==> config.mk <==
export PLATFORM = sky130hd
export DESIGN_NAME = uart_sample_sender
export DESIGN_NICKNAME = d
export VERILOG_FILES = /design/src/rtl/uart_sample_sender.sv
export SDC_FILE = /design/constraint.sdc
export NUM_CORES = 1
export LEC_CHECK = 0
export CORE_ASPECT_RATIO = 1.2
export CORE_UTILIZATION = 51
export CTS_CLUSTER_SIZE = 40
export DETAILED_ROUTE_END_ITERATION = 10
export PLACE_DENSITY = 0.81
export SLEW_MARGIN = 30
export SYNTH_ARGS = -nofsm -noshare
export SYNTH_HDL_FRONTEND = slang
export SYNTH_SLANG_ARGS = --single-unit
==> constraint.sdc <==
create_clock -name clkIn -period 2.1 [get_ports clkIn]
set_clock_uncertainty 0.1 [all_clocks]
set_input_delay 0.42 -clock clkIn [delete_from_list [all_inputs] [get_ports clkIn]]
set_output_delay 0.42 -clock clkIn [all_outputs]
set_load 0.05 [all_outputs]
==> src/rtl/uart_sample_sender.sv <==
// uart_sample_sender: buffers 16-bit samples in a small FIFO and feeds them as two bytes to a UART transmitter.
//   clkIn          sole clock, rising edge
//   resetIn        synchronous active-high reset
//   sampleIn       16-bit sample word
//   sampleValidIn  sampleIn valid this cycle
//   sampleReadyOut FIFO not full (low during reset)
//   txReadyIn      UART transmitter ready
//   txLoadOut      one-cycle load strobe to the transmitter
//   txDataOut      byte for the transmitter, held until the next load
//   levelOut       FIFO occupancy
//   busyOut        FSM active or FIFO not empty
module uart_sample_sender #(
    parameter int FIFO_DEPTH = 4,
    parameter bit MSB_FIRST = 1'b0
) (
    input  logic                          clkIn,
    input  logic                          resetIn,
    input  logic [15:0]                   sampleIn,
    input  logic                          sampleValidIn,
    output logic                          sampleReadyOut,
    input  logic                          txReadyIn,
    output logic                          txLoadOut,
    output logic [7:0]                    txDataOut,
    output logic [$clog2(FIFO_DEPTH):0]   levelOut,
    output logic                          busyOut
);
    localparam int AW = $clog2(FIFO_DEPTH);
    typedef enum logic [2:0] {IDLE, SEND_A, WAIT_A, SEND_B, WAIT_B} stateType;
    stateType state;
    logic [15:0] fifoMem [FIFO_DEPTH];
    logic [AW-1:0] wrPtr, rdPtr;
    logic [15:0] holdReg;
    logic push, pop, notEmpty;
    logic [7:0] firstByte, secondByte;
    assign notEmpty = levelOut != '0;
    // Readiness depends only on the registered level, so a same-cycle pop never frees room for a push.
    assign sampleReadyOut = !resetIn && levelOut != (AW+1)'(FIFO_DEPTH);
    assign push = sampleValidIn && sampleReadyOut;
    // Pop from IDLE, or straight out of WAIT_B so back-to-back samples have no idle bubble.
    assign pop = notEmpty && (state == IDLE || (state == WAIT_B && !txReadyIn));
    assign busyOut = state != IDLE || notEmpty;
    assign firstByte = MSB_FIRST ? holdReg[15:8] : holdReg[7:0];
    assign secondByte = MSB_FIRST ? holdReg[7:0] : holdReg[15:8];
    // Storage is unreset; an empty level is enough to discard its contents.
    always_ff @(posedge clkIn)
        if (push) fifoMem[wrPtr] <= sampleIn;
    always_ff @(posedge clkIn) begin
        if (resetIn) begin
            state <= IDLE;
            wrPtr <= '0;
            rdPtr <= '0;
            levelOut <= '0;
            holdReg <= '0;
            txLoadOut <= 1'b0;
            txDataOut <= 8'h00;
        end else begin
            txLoadOut <= 1'b0;
            if (push) wrPtr <= wrPtr + 1'b1;
            if (pop) begin
                holdReg <= fifoMem[rdPtr];
                rdPtr <= rdPtr + 1'b1;
            end
            levelOut <= levelOut + (AW+1)'(push) - (AW+1)'(pop);
            case (state)
                IDLE: if (notEmpty) state <= SEND_A;
                SEND_A: if (txReadyIn) begin
                    txLoadOut <= 1'b1;
                    txDataOut <= firstByte;
                    state <= WAIT_A;
                end
                // Wait for the transmitter to drop ready so the same byte is never loaded twice.
                WAIT_A: if (!txReadyIn) state <= SEND_B;
                SEND_B: if (txReadyIn) begin
                    txLoadOut <= 1'b1;
                    txDataOut <= secondByte;
                    state <= WAIT_B;
                end
                WAIT_B: if (!txReadyIn) state <= notEmpty ? SEND_A : IDLE;
                default: state <= IDLE;
            endcase
        end
    end
endmodule

==> results.txt <==
The most instantiated flip-flop cell in the synthesis netlist was sky130_fd_sc_hd__edfxtp_1. The tools report the highest clock rate as 481 MHz. The source of the worst hold timing path was holdReg[0]. The worst hold path terminates at holdReg[0].

In the finished design, the share of the clock period the worst path needs comes to 99.1%. The clock-pin transition on the worst setup and hold timing paths came out at 0.10 ns. The clock tree root buffer cell was sky130_fd_sc_hd__clkbuf_8. The global-route wire length before repair is 11000 um, and the synthesized area per cell is 14.9 sq um. The half-perimeter wire length after placement came out at 4270 um. Synthesis produced 264 cells. At the end of routability-driven placement, the weighted congestion stood at 0.722. The via count of the first global-routing pass was 2230. The critical path is of the flip-flop to flip-flop type.

The synthesis-to-layout area growth came out at 22.0%. The run gives 2.23 ns as the data arrival time of the critical path. The placement row count was 34; the count of endpoints failing setup in the final report was 0. The logs give 36.3% for the proportion of power drawn by combinational gates and 1.68 nW for the leakage power summed over all cells.

The core area was 7360 sq um; the share of the yosys chip area belonging to registers was 66.7%. The share of synthesized flip-flops with an asynchronous set or reset is 0%. The worst register-to-register path ends at levelOut[2].

The critical path required time came out at 2.25 ns. For the maximum root-to-sink buffer count, the log shows 2. After detailed routing, the total wire length is 6660 um. The proportion of synthesized area in mux cells came out at 11.5%. By instance count, the leading cell after synthesis is sky130_fd_sc_hd__edfxtp_1. The worst hold path was traced through 2 stages.

The clock reaches the later pin of the worst-skew pair after 0.36 ns. In the routed layout, each cell is associated on average with a via count of 5.53. During synthesis, Yosys emitted a total of 0 warnings. Yosys mapped the design onto 36 distinct sky130hd cell types. After detailed routing, the average wire length per cell comes to 16.5 um. The run finished with clean final reports. The count of flip-flops with a built-in enable after synthesis was 64; the shortest period the worst path allows was 2.08 ns. Net switching is 33.9% of the power. Entering global routing, the biggest net connects 38 pins. The logs give 0 for the antenna cell count and 4510 sq um for the placed instance area. Summed over all failing endpoints, the final setup total negative slack is 0 ns.

The worst setup path is captured at a flip-flop. Hold violation total from the final report: 0. Class of the tightest hold or removal check: flip-flop to flip-flop. The tool flagged a number of max-cap violations equal to 0.

The maximum net fanout on the critical path was 5; the initial antenna violation count was 0. The total iterations of the first detailed-routing run was 4. The width of the die works out to 82.1 um. In the global route stage, overall resource usage came out at 18.6%.

In this run the power density over the cells is 1240 nW/um^2. The adder and majority gate portion of the synthesized area is 2.42%. TritonCTS built the clock tree.

For flop-to-flop paths, the worst setup slack is 0.02 ns. For the number of nets still failing antenna checks after routing, the log shows 0. For this design, the CTS-stage hold fixing added 0 buffers. Setup repair after global routing could not meet its margin everywhere. The number of cells on the worst reg-to-reg path came out at 9. Combinational family with the most area after synthesis: multiplexers.

The internal power of the cells totals 3.94 mW. Counting every net in the synthesized netlist gives 291. The commonest cells after synthesis are sky130_fd_sc_hd__edfxtp_1, sky130_fd_sc_hd__dfxtp_1, sky130_fd_sc_hd__a21oi_1. The synthesized netlist occupies a cell area of 3930 sq um. Once placement completed, the tool counted placed cells totaling 386. The count of cells in the finished layout, fillers not included, comes to 404. Input and output buffers added on the ports amount to 33. The largest area contributor in the synthesized netlist is sky130_fd_sc_hd__edfxtp_1. The height of the chip was 98.2 um; the remaining global-route overflow was 0.

Sequential cells burn 42.1% of the power. After synthesis, the cell types taking the most area are sky130_fd_sc_hd__edfxtp_1, sky130_fd_sc_hd__dfxtp_1, sky130_fd_sc_hd__mux4_2, sky130_fd_sc_hd__a21oi_1, sky130_fd_sc_hd__o21ai_0. For this run, the post-layout net count is 336. Timing analysis after detailed placement gives a worst setup slack of -0.554 ns.

In the final layout, the share of cells above drive strength 1 is 23.9%. The logs give 8060 sq um for the area of the die and 58.2% for the remaining max-slew budget at the tightest pin. Pin placement for this block handled 34 I/O pins. The final route contains 2234 vias.

Area share of xor/xnor cells in the synthesized design: 0.668%. STA classifies the critical path startpoint as a flip-flop. The worst register-to-register path begins at levelOut[0]. CTS saw 99 sinks. The share of total power dissipated in the clock network is 21.6%. The finished cells cover 4800 sq um. The run gives 53.4% as the initial core utilization. For the remaining design rule violation count, the log shows 0. The initial DRC count was 149; the worst setup slack after layout was 0.0196 ns. The portion of synthesized cell area occupied by the leading cell type works out to 48.9%. CTS built an H-tree with a depth of 3. For the pin with the worst max-slew slack, the measured transition is 0.628 ns.

The switching power of the nets is 2.02 mW, and the fraction of the mapped netlist area in compound gates is 8.34%. The final-report max-slew violation count is 0, and the post-synthesis sequential element count is 99. VDD sags by at most 0.832 mV. The synthesized netlist devotes 6.75% of its cell area to simple gates. The number of buffers created by CTS is 9.
worst max path at each step:
| stage | slack (ns) | to | from |
|---|---|---|---|
| 2_1_floorplan | -0.1 | levelOut[2] | levelOut[0] |
| 3_3_place_gp | -0.49 | levelOut[2] | txReadyIn |
| 3_5_place_dp | -0.55 | levelOut[2] | txReadyIn |
| 4_1_cts | 0.01 | levelOut[2] | levelOut[2] |
| 5_1_grt | -0.05 | levelOut[2] | levelOut[0] |
| 6_report | 0.02 | levelOut[2] | levelOut[0] |
timing repair:
item	in CTS	in global routing
endpoints found under the setup margin	3	4
gates resized for setup	9	6
buffers inserted	0	2
pin swaps	4	0
final cells by class:
| class | instances | area, sq um |
|---|---|---|
| Clock buffer | 9 | 124 |
| Multi-Input combinational cell | 138 | 1240 |
| Tap cell | 90 | 113 |
| Timing Repair Buffer | 54 | 567 |
| Clock inverter | 7 | 91.3 |
| Inverter | 7 | 26.3 |
| Sequential cell | 99 | 2630 |
| Fill cell | 542 | 2560 |
layer usage:
metal	part of all wire (%)	global-route usage (%)	vias up	wire length (um)
met5	0	0	-	0
met4	1.6	8.10	0	105
met3	3.3	4.77	12	223
met2	51	28.5	55	3370
met1	44	24.8	1081	2960
li1	-	-	1086	-
cell usage in the layout (no fill, tap or decap), types with 2 or more instances in the layout:
| cell | instances |
|---|---|
| sky130_fd_sc_hd__dlygate4sd2_1 | 4 |
| sky130_fd_sc_hd__nor2_1 | 13 |
| sky130_fd_sc_hd__a211oi_1 | 8 |
| sky130_fd_sc_hd__ha_1 | 4 |
| sky130_fd_sc_hd__clkdlybuf4s50_1 | 24 |
| sky130_fd_sc_hd__nand3_1 | 16 |
| sky130_fd_sc_hd__nor2_4 | 2 |
| sky130_fd_sc_hd__buf_12 | 7 |
| sky130_fd_sc_hd__mux4_2 | 16 |
| sky130_fd_sc_hd__mux2i_1 | 8 |
| sky130_fd_sc_hd__inv_2 | 2 |
| sky130_fd_sc_hd__nor3_1 | 2 |
| sky130_fd_sc_hd__clkbuf_8 | 9 |
| sky130_fd_sc_hd__dfxtp_1 | 32 |
| sky130_fd_sc_hd__edfxtp_1 | 64 |
| sky130_fd_sc_hd__inv_8 | 4 |
| sky130_fd_sc_hd__nor2b_1 | 2 |
| sky130_fd_sc_hd__o21ai_0 | 18 |
| sky130_fd_sc_hd__a21oi_1 | 20 |
| sky130_fd_sc_hd__nand3b_1 | 2 |
| sky130_fd_sc_hd__dfxtp_4 | 3 |
| sky130_fd_sc_hd__nand2_1 | 2 |
| sky130_fd_sc_hd__ha_4 | 2 |
| sky130_fd_sc_hd__inv_1 | 5 |
| sky130_fd_sc_hd__and2_1 | 4 |
| sky130_fd_sc_hd__buf_4 | 17 |
| sky130_fd_sc_hd__or3_1 | 3 |
kinds of logic after synthesis:
logic type / after synthesis
flops: 99
compound gates: 52
simple gates: 51
buf+inv: 27
mux: 25
fa+ha+maj: 7
xor+xnor: 3
power groups by stage:
stage | clock network, mW | registers (mW) | logic, mW
floorplan | 0 | 2.69 | 1.32
global placement | 0 | 2.53 | 2.01
detailed placement | 0 | 2.54 | 2.05
CTS | 1.32 | 2.50 | 2.08
global route | 1.39 | 2.54 | 2.35
finish | 1.29 | 2.51 | 2.16
state kept, by name (all words and copies together) (netlist names):
signal / count
txDataOut: 8
state: 3
rdPtr: 2
levelOut: 3
txLoadOut: 1
fifoMem: 64
holdReg: 16
wrPtr: 2
worst max-delay path: stages (launching register included):
cell,delay (ns)
sky130_fd_sc_hd__dfxtp_4,0.39
sky130_fd_sc_hd__nor3_4,0.27
sky130_fd_sc_hd__nor2_4,0.07
sky130_fd_sc_hd__ha_4,0.27
sky130_fd_sc_hd__inv_2,0.04
sky130_fd_sc_hd__ha_4,0.15
sky130_fd_sc_hd__fa_2,0.35
sky130_fd_sc_hd__xnor2_2,0.14
sky130_fd_sc_hd__xnor2_1,0.13
sky130_fd_sc_hd__nor2_1,0.06
through the flow:
| stage | hold slack [ns] | total power [mW] | util [%] |
|---|---|---|---|
| after floorplan | 0.353 | 4.00 | - |
| after global placement | 0.367 | 4.54 | 61.3 |
| after detailed placement | 0.370 | 4.59 | 61.3 |
| after CTS | 0.384 | 5.91 | 64.5 |
| after global routing | 0.406 | 6.29 | 65.2 |
| final | 0.383 | 5.96 | 65.2 |
(Power assumes the default switching activity.)
==> RTL change, RTL diff (same flow settings) <==
`FIFO_DEPTH`: 4 -> 8.
--- a/src/rtl/uart_sample_sender.sv
+++ b/src/rtl/uart_sample_sender.sv
@@ -10,7 +10,7 @@
 //   levelOut       FIFO occupancy
 //   busyOut        FSM active or FIFO not empty
 module uart_sample_sender #(
-    parameter int FIFO_DEPTH = 4,
+    parameter int FIFO_DEPTH = 8,
     parameter bit MSB_FIRST = 1'b0
 ) (
     input  logic                          clkIn,
Interface: changed (resized levelOut); port bits go from 34 to 35. No check against the original RTL was run, so the function may have changed too.
==> RTL change against the unedited design <==
The run now ends with negative setup slack left; design area rose by 72%; sequential power is 60% higher; core utilization rose by 2.6 points; largest cell class unchanged; critical path depth fell by 3; wire length is 96% higher; sequential cell count rose by 67; total power grew 63%; worst setup slack lost 0.47 ns; area after synthesis rose by 63%; worst hold slack lost 0.0019 ns.
==> RTL change: results (changes against the unedited design) <==
| Metric | Value |
|---|---|
| Status | `complete, but fails checks (was completed)` |
| Failing checks | `negative setup slack` |
| Placed cell count | `558 (was 386)` |
| Non-Filler Instances | `608 (was 404)` |
| Combinational power share | `27.8% (was 36.3%)` |
| Cts repair resizes | `19 (was 9)` |
| TritonCTS buffer count | `17 (was 9)` |
| Worst reg2reg path startpoint | `levelOut[2] (was levelOut[0])` |
| Synth cell types | `37 (was 36)` |
| Slowest cell on crit path | `or4_4 (was dfxtp_4)` |
| Clock slew at reported path FFs | `0.06 ns (was 0.10 ns)` |
| Int Pwr | `0.00698 W (was 0.00394 W)` |
| Synth area leaders | `edfxtp_1 60%, dfxtp_1 12%, mux4_2 11% (was edfxtp_1 49%, dfxtp_1 18%, mux4_2 9.2%)` |
| Met1 Routed Length | `5110 µm (was 2960 µm)` |
| Fill cell count | `747 (was 542)` |
| 1st-pass router iterations | `5 (was 4)` |
| WS Path Type | `flop to output pin (was flop to flop)` |
| Post-Syn Instances | `349 (was 264)` |
| Worst-path fanout max | `2 (was 5)` |
| Post-Synth XOR/XNOR Area | `0.818% (was 0.668%)` |
| Clock Latency Late Sink | `0.42 ns (was 0.36 ns)` |
| Adder-cell share of the synthesized area | `1.87% (was 2.42%)` |
| Gpl congestion | `0.783 (was 0.722)` |
| DRT iter0 DRCs | `232 (was 149)` |
| First-pass GRT wire length | `20200 µm (was 11000 µm)` |
| Largest net degree at the start of global routing | `25 (was 38)` |
| R2R cell count | `13 (was 9)` |
| Peak supply drop | `0.651 mV (was 0.832 mV)` |
| DP HPWL | `7300 µm (was 4270 µm)` |
| CP top delay family | `simple AND/OR/NAND/NOR gates (was adder cells)` |
| Sequential share of the synthesized area | `71.7% (was 66.7%)` |
| Vias/cell | `5.58 (was 5.53)` |
| R2R setup slack | `-0.32 ns (was 0.02 ns)` |
| Final setup fails | `109 (was 0)` |
| WL met2 | `6970 µm (was 3370 µm)` |
| Met3 WL | `774 µm (was 223 µm)` |
| Most frequent cells after synthesis | `128 x edfxtp_1, 38 x dfxtp_1, 32 x mux4_2 (was 64 x edfxtp_1, 35 x dfxtp_1, 20 x a21oi_1)` |
| Top flop regs | `fifoMem (128), holdReg (16), txDataOut (8) (was fifoMem (64), holdReg (16), txDataOut (8))` |
| Synth Area in Compound Gates | `3.80% (was 8.34%)` |
| Number of synthesized flops with an enable pin | `128 (was 64)` |
| WL final | `13100 µm (was 6660 µm)` |
| Share of cells above drive strength 1 | `36.2% (was 23.9%)` |
| Worst-margin pin slew | `0.577 ns (was 0.628 ns)` |
| Root Driver | `clkbuf_16 (was clkbuf_8)` |
| Slowest stage delay, CP | `0.42 ns (was 0.39 ns)` |
| PortBufs | `34 (was 33)` |
| P_seq | `0.00401 W (was 0.00251 W)` |
| Lkg Pwr | `2.99 nW (was 1.68 nW)` |
| Layout Nets | `463 (was 336)` |
| WP data arrival | `2.03 ns (was 2.23 ns)` |
| Final Worst Setup Slack | `-0.449 ns (was 0.0196 ns)` |
| Util after Layout | `67.7% (was 65.2%)` |
| Mapped Nets | `378 (was 291)` |
| Hold Crit Start | `holdReg[8] (was holdReg[0])` |
[RTL change: metrics by stage]
stage	instance area (µm²)	setup slack [ns]
floorplan	6560	-0.413
global placement	7350	-0.288
detailed placement	7350	-0.316
CTS	8070	-0.462
global route	8240	-0.493
finish	8240	-0.449
[RTL change: metal layers]
| metal | GRT usage (%) | vias up |
|---|---|---|
| met5 | 0 | - |
| met4 | 8.91 | 0 |
| met3 | 5.84 | 17 |
| met2 | 36.1 | 104 |
| met1 | 25.5 | 1715 |
| li1 | - | 1555 |
[RTL change: worst max path at each step]
stage,end,slack (ns),cells after the start
finish,busyOut,-0.45,6
global route,busyOut,-0.49,6
CTS,busyOut,-0.46,6
detailed placement,levelOut[1],-0.32,9
global placement,levelOut[1],-0.29,9
floorplan,levelOut[1],-0.41,12
[RTL change: cell type report]
cell class,count,area share [%]
inverters,8,0.486
multi-input cells,156,22.1
repair buffers,85,11.8
clock inverters,9,0.911
clock buffers,23,6.24
well taps,161,2.44
flip-flops and latches,166,56.0
